$ cat src/rtl/lsu_mem_ctrl_pkg.sv
// lsu_mem_ctrl_pkg: funct3 encodings and LSU state type, shared with the control unit.
package lsu_mem_ctrl_pkg;
   localparam logic [2:0] F3_LB  = 3'b000;
   localparam logic [2:0] F3_LH  = 3'b001;
   localparam logic [2:0] F3_LW  = 3'b010;
   localparam logic [2:0] F3_LBU = 3'b100;
   localparam logic [2:0] F3_LHU = 3'b101;
   localparam logic [2:0] F3_SB  = 3'b000;
   localparam logic [2:0] F3_SH  = 3'b001;
   localparam logic [2:0] F3_SW  = 3'b010;

   typedef enum logic [1:0] {IDLE, REQ, WAIT, DONE} lsu_state_e;

   function automatic logic f3_legal(input logic we, input logic [2:0] f3);
      return we ? (f3 < 3'b011) : (f3 != 3'b011 && f3 < 3'b110);
   endfunction
endpackage

$ cat src/rtl/lsu_mem_ctrl_if.sv
// lsu_mem_ctrl_if: req/gnt/rvalid data-memory bus between the LSU and memory.
interface lsu_mem_ctrl_if;
   logic        req;
   logic        we;
   logic [31:0] addr;
   logic [3:0]  be;
   logic [31:0] wdata;
   logic        gnt;
   logic        rvalid;
   logic [31:0] rdata;

   modport master (output req, we, addr, be, wdata, input gnt, rvalid, rdata);
   modport slave  (input req, we, addr, be, wdata, output gnt, rvalid, rdata);
endinterface

$ cat src/rtl/lsu_mem_ctrl_lane_align.sv
// lsu_mem_ctrl_lane_align: byte-lane steering for stores, extraction/extension for loads, alignment check.
module lsu_mem_ctrl_lane_align
   import lsu_mem_ctrl_pkg::*;
(
   input  logic        wren,
   input  logic [2:0]  funct3,
   input  logic [1:0]  addr_lo,
   input  logic [31:0] st_data,
   input  logic [2:0]  ld_funct3,
   input  logic [1:0]  ld_addr_lo,
   input  logic [31:0] rdata,
   output logic [3:0]  be,
   output logic [31:0] wdata,
   output logic [31:0] ld_data,
   output logic        bad
);
   logic [7:0]  b;
   logic [15:0] h;
   logic        sx;

   always_comb begin
      bad     = !f3_legal(wren, funct3) || (funct3[1:0] == 2'b01 && addr_lo[0]) ||
                (funct3[1:0] == 2'b10 && addr_lo != 2'b00);
      be      = funct3[1:0] == 2'b00 ? 4'b0001 << addr_lo :
                funct3[1:0] == 2'b01 ? (addr_lo[1] ? 4'b1100 : 4'b0011) : 4'b1111;
      wdata   = funct3[1:0] == 2'b00 ? {4{st_data[7:0]}} :
                funct3[1:0] == 2'b01 ? {2{st_data[15:0]}} : st_data;
      b       = rdata[{ld_addr_lo, 3'b000} +: 8];
      h       = ld_addr_lo[1] ? rdata[31:16] : rdata[15:0];
      sx      = !ld_funct3[2];
      ld_data = ld_funct3[1:0] == 2'b00 ? {{24{sx & b[7]}}, b} :
                ld_funct3[1:0] == 2'b01 ? {{16{sx & h[15]}}, h} : rdata;
   end
endmodule

$ cat src/rtl/lsu_mem_ctrl.sv
// lsu_mem_ctrl: load/store unit FSM driving a req/gnt/rvalid data bus, stalling the core per access.
module lsu_mem_ctrl
   import lsu_mem_ctrl_pkg::*;
#(
   parameter int unsigned TIMEOUT_CYC = 64
)(
   input  logic                  clk,
   input  logic                  rst,
   input  logic                  req,
   input  logic                  wren,
   input  logic [2:0]            funct3,
   input  logic [31:0]           addr,
   input  logic [31:0]           st_data,
   output logic                  stall,
   output logic                  ld_vld,
   output logic [31:0]           ld_data,
   output logic                  misalign,
   output logic                  busfault,
   lsu_mem_ctrl_if.master        mem
);
   lsu_state_e  st, nxt;
   logic [7:0]  timer;
   logic        we_q;
   logic [2:0]  f3_q;
   logic [1:0]  lo_q;
   logic [29:0] word_q;
   logic [3:0]  be_q, be;
   logic [31:0] wd_q, wdata, ext;
   logic        bad, cap, tmo, timeout, accept;

   lsu_mem_ctrl_lane_align u_align (
      .wren       (wren),
      .funct3     (funct3),
      .addr_lo    (addr[1:0]),
      .st_data    (st_data),
      .ld_funct3  (f3_q),
      .ld_addr_lo (lo_q),
      .rdata      (mem.rdata),
      .be         (be),
      .wdata      (wdata),
      .ld_data    (ext),
      .bad        (bad)
   );

   assign timeout   = timer == 8'(TIMEOUT_CYC - 1);
   assign accept    = st == IDLE && req && !bad;
   // Reset also clears the combinational handshake outputs so the core is released at once.
   assign stall     = !rst && (st == IDLE ? req && !bad : st != DONE);
   assign misalign  = !rst && st == IDLE && req && bad;
   assign mem.req   = st == REQ;
   assign mem.we    = we_q;
   assign mem.addr  = {word_q, 2'b00};
   assign mem.be    = be_q;
   assign mem.wdata = wd_q;

   always_comb begin
      cap = !we_q && mem.rvalid && (st == WAIT || (st == REQ && mem.gnt));
      tmo = timeout && (st == WAIT ? !mem.rvalid : st == REQ && !mem.gnt);
      nxt = st == IDLE ? (accept ? REQ : IDLE) :
            st == DONE ? IDLE :
            cap || tmo || (st == REQ && mem.gnt && we_q) ? DONE :
            st == REQ && mem.gnt ? WAIT : st;
   end

   always_ff @(posedge clk or posedge rst) begin
      if (rst) begin
         st       <= IDLE;
         timer    <= '0;
         we_q     <= 1'b0;
         f3_q     <= '0;
         lo_q     <= '0;
         word_q   <= '0;
         be_q     <= '0;
         wd_q     <= '0;
         ld_vld   <= 1'b0;
         busfault <= 1'b0;
         ld_data  <= '0;
      end else begin
         st       <= nxt;
         timer    <= (st == REQ || st == WAIT) ? timer + 8'd1 : 8'd0;
         ld_vld   <= nxt == DONE && !we_q && !tmo;
         busfault <= tmo;
         if (cap)
            ld_data <= ext;
         else if (tmo)
            ld_data <= '0;
         if (accept) begin
            we_q   <= wren;
            f3_q   <= funct3;
            lo_q   <= addr[1:0];
            word_q <= addr[31:2];
            be_q   <= be;
            wd_q   <= wdata;
         end
      end
   end
endmodule

$ cat src/flat_wrapper.sv
// flat-port wrapper written by rule: the top's interface ports become plain ports
module lsu_mem_ctrl_flat import lsu_mem_ctrl_pkg::*;
#(
   parameter int unsigned TIMEOUT_CYC = 64
)
  (clk, rst, req, wren, funct3, addr, st_data, stall, ld_vld, ld_data, misalign, busfault, mem_req, mem_we, mem_addr, mem_be, mem_wdata, mem_gnt, mem_rvalid, mem_rdata);
  lsu_mem_ctrl_if mem_i ();
  input  logic clk;
  input  logic rst;
  input  logic req;
  input  logic wren;
  input  logic [2:0] funct3;
  input  logic [31:0] addr;
  input  logic [31:0] st_data;
  output logic stall;
  output logic ld_vld;
  output logic [31:0] ld_data;
  output logic misalign;
  output logic busfault;
  output wire logic [$bits(mem_i.req)-1:0] mem_req;
  output wire logic [$bits(mem_i.we)-1:0] mem_we;
  output wire logic [$bits(mem_i.addr)-1:0] mem_addr;
  output wire logic [$bits(mem_i.be)-1:0] mem_be;
  output wire logic [$bits(mem_i.wdata)-1:0] mem_wdata;
  input wire logic [$bits(mem_i.gnt)-1:0] mem_gnt;
  input wire logic [$bits(mem_i.rvalid)-1:0] mem_rvalid;
  input wire logic [$bits(mem_i.rdata)-1:0] mem_rdata;
  assign mem_req = mem_i.req;
  assign mem_we = mem_i.we;
  assign mem_addr = mem_i.addr;
  assign mem_be = mem_i.be;
  assign mem_wdata = mem_i.wdata;
  assign mem_i.gnt = mem_gnt;
  assign mem_i.rvalid = mem_rvalid;
  assign mem_i.rdata = mem_rdata;
  lsu_mem_ctrl #(.TIMEOUT_CYC(TIMEOUT_CYC)) u_core (.clk(clk), .rst(rst), .req(req), .wren(wren), .funct3(funct3), .addr(addr), .st_data(st_data), .stall(stall), .ld_vld(ld_vld), .ld_data(ld_data), .misalign(misalign), .busfault(busfault), .mem(mem_i));
endmodule
$ cat config.mk
export PLATFORM = sky130hd
export DESIGN_NAME = lsu_mem_ctrl_flat
export DESIGN_NICKNAME = d
export VERILOG_FILES = /design/src/rtl/lsu_mem_ctrl_pkg.sv /design/src/rtl/lsu_mem_ctrl_if.sv /design/src/rtl/lsu_mem_ctrl_lane_align.sv /design/src/rtl/lsu_mem_ctrl.sv /design/src/flat_wrapper.sv
export SDC_FILE = /design/constraint.sdc
export NUM_CORES = 1
export LEC_CHECK = 0
export CAP_MARGIN = 20
export CORE_MARGIN = 2
export CORE_UTILIZATION = 44
export CTS_BUF_LIST = sky130_fd_sc_hd__clkbuf_16
export DETAILED_ROUTE_END_ITERATION = 12
export MAX_ROUTING_LAYER = met4
export PLACE_DENSITY_LB_ADDON = 0.2
export SLEW_MARGIN = 20
export SYNTH_ARGS = -nofsm -noshare
export SYNTH_HDL_FRONTEND = slang
export SYNTH_SLANG_ARGS = --single-unit
$ cat constraint.sdc
create_clock -name clk -period 5.25 [get_ports clk]
set_clock_uncertainty 0.2 [all_clocks]
set_input_delay 0.525 -clock clk [delete_from_list [all_inputs] [get_ports clk]]
set_output_delay 0.525 -clock clk [all_outputs]
set_load 0.02 [all_outputs]
[After elaboration in Yosys (flattened, before gate mapping)]
Cells that the tools add are included.
Word-level totals
  output and inout bits: 106
  input bits: 105
  register bits: 116
  logic and storage cells: 84
Operators by class
  bitwise gates (word level): 2
  mux-type cells: 19
  eq/ne operators: 10
  reduce and logical (&&, ||, !) cells: 37
  shifts and indexed selects: 2
  $lt $le $gt $ge: 2
  $add $sub $neg: 1
Operator list (number)
  two-way mux 32 bit: 6
  variable part select 32 x 6 -> 8 bit: 1
  logical AND 1 bit: 18
  two-way mux 16 bit: 1
  two-way mux 4 bit: 3
  adder 8 x 1 -> 8 bit (second input constant): 1
  equality test 2 bit (second input constant): 4
  equality test 8 x 6 -> 1 bit (second input constant): 1
  logical NOT 1 bit: 8
  two-way mux 2 bit: 4
  two-way mux 8 bit: 1
  equality test 2 x 1 -> 1 bit (second input constant): 3
  logical NOT 2 bit: 3
  logical OR 1 bit: 6
  two-way mux 1 bit: 4
  nonzero test 2 bit: 2
  left shift 1 x 2 -> 4 bit (first input constant): 1
  < comparator 3 x 2 -> 1 bit (second input constant): 1
  < comparator 3 bit (second input constant): 1
  inequality test 3 x 2 -> 1 bit (second input constant): 1
  bitwise AND 1 bit: 2
  inequality test 2 bit (second input constant): 1

[Longest topological paths before layout]
  depth in word-level cells: 13
  gate-level depth with buffers: 8
  depth with buffers taken out: 6

[Modules after synthesis]
From an unflattened synthesis, not the netlist that was laid out.
Unflattened totals
  cell total of the unflattened synthesis: 558
  area total of the unflattened synthesis: 6108.4 um2
By module, submodules not included
  lsu_mem_ctrl: seq. area each 2902.8 um2, cells each 360, area an instance 4619.4 um2, times used 1
  lsu_mem_ctrl_lane_align: seq. area each 0.0 um2, cells each 198, area an instance 1488.9 um2, times used 1

[Worst setup path after synthesis]
Ideal clock, no wire load.
  path type: input -> output
  start: input port funct3[2]
  end: output port stall
  data required time: 4.525 ns
  path buffers: 1
  stages: 5
  arrival: 1.861 ns
  slack: 2.664 ns
  cells stage by stage: or4_1 > a21o_1 > clkbuf_1 > o21a_1 > nor2_1
Between the ends
  cells in the longest elaborated chain, start to end: 10
  elaborated cells on any way between the ends: 12
  classes of those cells: order compare: 2; eq/ne: 1; mux: 2; reduce/logical: 7
RTL lines
  start, declared: RTL line flat_wrapper.sv:12  | input logic [2:0] funct3;
  < comparator 3 bit or inequality test 3 x 2 -> 1 bit (tied branches): RTL line lsu_mem_ctrl_pkg.sv:15  | return we ? (f3 < 3'b011) : (f3 != 3'b011 && f3 < 3'b110);
  logical AND 1 bit: RTL line lsu_mem_ctrl_pkg.sv:15
  two-way mux 1 bit *: RTL line lsu_mem_ctrl_pkg.sv:15
  logical NOT 1 bit *: RTL line lsu_mem_ctrl_lane_align.sv:22  | bad = !f3_legal(wren, funct3) || (funct3[1:0] == 2'b01 && addr_lo[0]) ||
  logical OR 1 bit * (2 in a row): RTL line lsu_mem_ctrl_lane_align.sv:22
  logical NOT 1 bit *: RTL line lsu_mem_ctrl.sv:48  | assign stall = !rst && (st == IDLE ? req && !bad : st != DONE);
  logical AND 1 bit *: RTL line lsu_mem_ctrl.sv:48
  two-way mux 1 bit *: RTL line lsu_mem_ctrl.sv:48
  logical AND 1 bit *: RTL line lsu_mem_ctrl.sv:48
  end, declared: RTL line flat_wrapper.sv:15  | output logic stall;
Mark *: on every way between the ends. The rest lies on a longest branch, timed or not.

[Worst setup path in the final report]
  start: input port funct3[0]
  end: output port stall
Between the ends
  cells in the longest elaborated chain, start to end: 10
  elaborated cells on any way between the ends: 16
  classes of those cells: order compare: 2; eq/ne: 3; mux: 2; reduce/logical: 9
RTL lines (RTL line)
  < comparator 3 bit or inequality test 3 x 2 -> 1 bit (tied branches): lsu_mem_ctrl_pkg.sv:15
  logical AND 1 bit: lsu_mem_ctrl_pkg.sv:15
  two-way mux 1 bit: lsu_mem_ctrl_pkg.sv:15
  logical NOT 1 bit: lsu_mem_ctrl_lane_align.sv:22
  logical OR 1 bit: lsu_mem_ctrl_lane_align.sv:22
  logical OR 1 bit *: lsu_mem_ctrl_lane_align.sv:22
  logical NOT 1 bit *: lsu_mem_ctrl.sv:48
  logical AND 1 bit *: lsu_mem_ctrl.sv:48
  two-way mux 1 bit *: lsu_mem_ctrl.sv:48
  logical AND 1 bit *: lsu_mem_ctrl.sv:48
Marks and branches as above.

==> impl_metrics.tcl <==
set metrics [dict create \
    die-area_sq_um 13300 \
    clkLatencyLatePin_ns 0.41 \
    clk_pin_slew_ns 0.05 \
    area_growth_pct 50.1 \
    yosys.area.top_type_share_pct 53.2 \
    place.gp.congestion 0.837 \
    hold_viol_final 0 \
    ir_worst_vdd_mv 0.262 \
    die_x_um 115 \
    hold_path.class "flop to flop" \
    die_h_um 115 \
    firstDrtPassIters 5 \
    synth_edf_count 0 \
    yosys_warnings 0 \
    setup_viol 0 \
    cp.arrival_ns 2.73 \
    fill_cells 909 \
    cts_tree "built" \
    startpoint_type "primary input" \
    post-cts-setup-buffer-count 0 \
    crit_type "primary input to output port" \
    synth.avg_cell_area_sq_um 11.7 \
    cts_buffers 17 \
    portBuffers 208 \
    synth_area_leader_cell "dfrtp_1" \
    tightest_slew_ns 1.06 \
    min_period_over_period_pct 65.8 \
    totalWireLength_um 15000 \
    period_minus_slack_ns 3.46 \
    status "complete, no violations" \
    total_leakage_power_nw 3.50 \
    ys_seq_area_share_pct 53.2 \
    cts-resized-gates 0 \
    core_area_sq_um 12100 \
    synth_cell_type_count 47 \
    drtIter0Drc 442 \
    slew_violations 0 \
    max_freq_ghz 0.289 \
    cp_max_fo 14 \
    num_rows 40 \
    n_antenna_cell 0 \
    clock_path_buffers 2 \
    synth_area_leaders "dfrtp_1 53%, mux2_2 9.1%, mux2i_1 4.6%, a221o_1 4.4%, mux4_2 3.3%" \
    relSlewSlack_pct 29.2 \
    rsz0062_at_grt "false" \
    async_flop_share_pct 100 \
    critPathCaptureType "output port" \
    antenna_found_initial 0 \
    syn_area_sq_um 5450 \
    routedWlPerCell_um 17.7 \
    antenna_left 0 \
    h-tree-depth 4 \
    ctsHoldBuffers 0 \
    drc 0 \
    initial_core_util_pct 45.2 \
    synth_cells 464 \
    drive_above_1_share_pct 13.9 \
    ios 211 \
    hpwl_um 10400 \
    clockRootBuffer "clkbuf_16" \
    grt_max_degree 104 \
    synth_ff_type "dfrtp_1" \
    synth_seq_cells 116 \
    crit_required_ns 4.53 \
    layout.nets 773 \
    track_usage_pct 24.2 \
    cts_sinks 116 \
    hold_slack_ns 0.272 \
    grt_pass1_vias 4680 \
    grt_first_pass_wirelength_um 23900 \
    maxCapViolations 0 \
    vias 4522 \
    viasPerCell 5.36 \
    power.density_nw_per_um2 410 \
    grt-ovfl-total 0 \
    fin_tns_setup_ns 0 \
]
-- registers in the layout, indices dropped and copies added, names as in the netlist --
register / count
u_core.busfault: 1
u_core.f3_q: 3
u_core.ld_data: 32
u_core.ld_vld: 1
u_core.lo_q: 2
u_core.mem.be: 4
u_core.mem.wdata: 32
u_core.mem.we: 1
u_core.st: 2
u_core.timer: 8
u_core.word_q: 30
-- final cells by class --
class / instances / area (sq um) / area share, %
Clock buffer: 17 / 425 / 5.20
Clock inverter: 14 / 123 / 1.50
Inverter: 20 / 80.1 / 0.978
Multi-Input combinational cell: 295 / 2320 / 28.4
Sequential cell: 116 / 2900 / 35.5
Tap cell: 168 / 210 / 2.57
Timing Repair Buffer: 213 / 2120 / 25.9
-- logic make-up (layout without fill, tap and decap cells) --
logic type,after synthesis,after routing,share of synthesized area (%)
AOI/OAI and AO/OA,119,119,15.7
DFF,116,116,53.2
and+or+nand+nor,87,87,7.64
muxes,77,77,17.0
buffers and inverters,54,264,4.36
adders and majority gates,5,5,1.15
xor gates and xnor gates,5,5,0.803
other,1,2,0.0688
-- stage by stage --
stage / setup slack [ns] / instances / total power [mW] / utilization (%) / instance area, sq um
after global placement: 1.81 / 812 / 2.28 / 63.3 / 7630
after floorplan: 1.45 / 465 / 1.76 / - / 5460
final: 1.79 / 843 / 3.36 / 67.9 / 8190
after CTS: 1.78 / 843 / 3.39 / 67.8 / 8180
after global routing: 1.71 / 843 / 3.51 / 67.9 / 8190
after detailed placement: 1.79 / 812 / 2.30 / 63.3 / 7630
-- metal layers --
metal | global-route usage, % | vias up | share of wire [%]
met2 | 37.5 | 166 | 49
met4 | 9.56 | 0 | 2.2
li1 | - | 2097 | -
met1 | 29.6 | 2233 | 41
met5 | - | - | 0
met3 | 7.59 | 26 | 7.8
-- cells in the mapped netlist, drive strengths merged, types with 2 or more instances --
cell type	count
dfrtp	116
mux2	44
nand2	36
o21ai	31
mux2i	25
a221o	24
a21oi	23
clkbuf	20
inv	20
nor2	16
buf	14
nor3	9
a22o	8
mux4	8
o22ai	8
and2	7
o2bb2ai	7
o32ai	7
ha	5
nand2b	4
xnor2	4
nor2b	3
a211oi	2
a21boi	2
nand3	2
or2	2
or3b	2
or4	2
-- worst max-delay path, cell delays in order --
cell and delay (ns):
clkdlybuf4s50_1 0.40, buf_4 0.20, or4_1 0.53, a21o_4 0.24, o21a_1 0.11, nor2_1 0.10, clkdlybuf4s50_1 0.62
-- final timing paths --
kind                            cells after the start  slack (ns)                        startpoint                          endpoint
worst max-delay path                                7        1.79                         funct3[0]                             stall
worst min-delay path                                2        0.27  u_core.mem.wdata[29]$_DFFE_PP0P_  u_core.mem.wdata[29]$_DFFE_PP0P_
worst max register to register                      6        2.43            u_core.st[1]$_DFF_PP0_    u_core.ld_data[26]$_DFFE_PP0P_
worst min register to register                      2        0.27  u_core.mem.wdata[29]$_DFFE_PP0P_  u_core.mem.wdata[29]$_DFFE_PP0P_
max in group asynchronous                           3        3.44                               rst     u_core.ld_data[2]$_DFFE_PP0P_
min in group asynchronous                           2        0.49                               rst     u_core.word_q[22]$_DFFE_PP0P_
-- cell usage in the layout, fill, tap and decap left out, types with 3 or more instances in the layout --
| cell | instances |
|---|---|
| and2_1 | 7 |
| nor2b_1 | 3 |
| xnor2_1 | 4 |
| nor3_1 | 8 |
| mux4_2 | 8 |
| o2bb2ai_1 | 7 |
| o21ai_0 | 31 |
| a22o_1 | 8 |
| ha_1 | 5 |
| o32ai_1 | 7 |
| inv_1 | 21 |
| nand2b_1 | 4 |
| a21oi_1 | 23 |
| dfrtp_1 | 116 |
| nor2_1 | 14 |
| a221o_1 | 24 |
| buf_4 | 5 |
| clkdlybuf4s50_1 | 208 |
| nand2_1 | 36 |
| mux2_2 | 44 |
| mux2i_1 | 25 |
| clkbuf_16 | 17 |
| o22ai_1 | 8 |
| clkinv_2 | 7 |
-- where the power goes --
part | total (mW) | internal, mW | switching [mW]
Sequential | 1.24 | 1.08 | 0.154
Clock | 1.07 | 0.682 | 0.389
Combinational | 1.05 | 0.562 | 0.490
No activity file was read; power rests on OpenSTA's default activity.
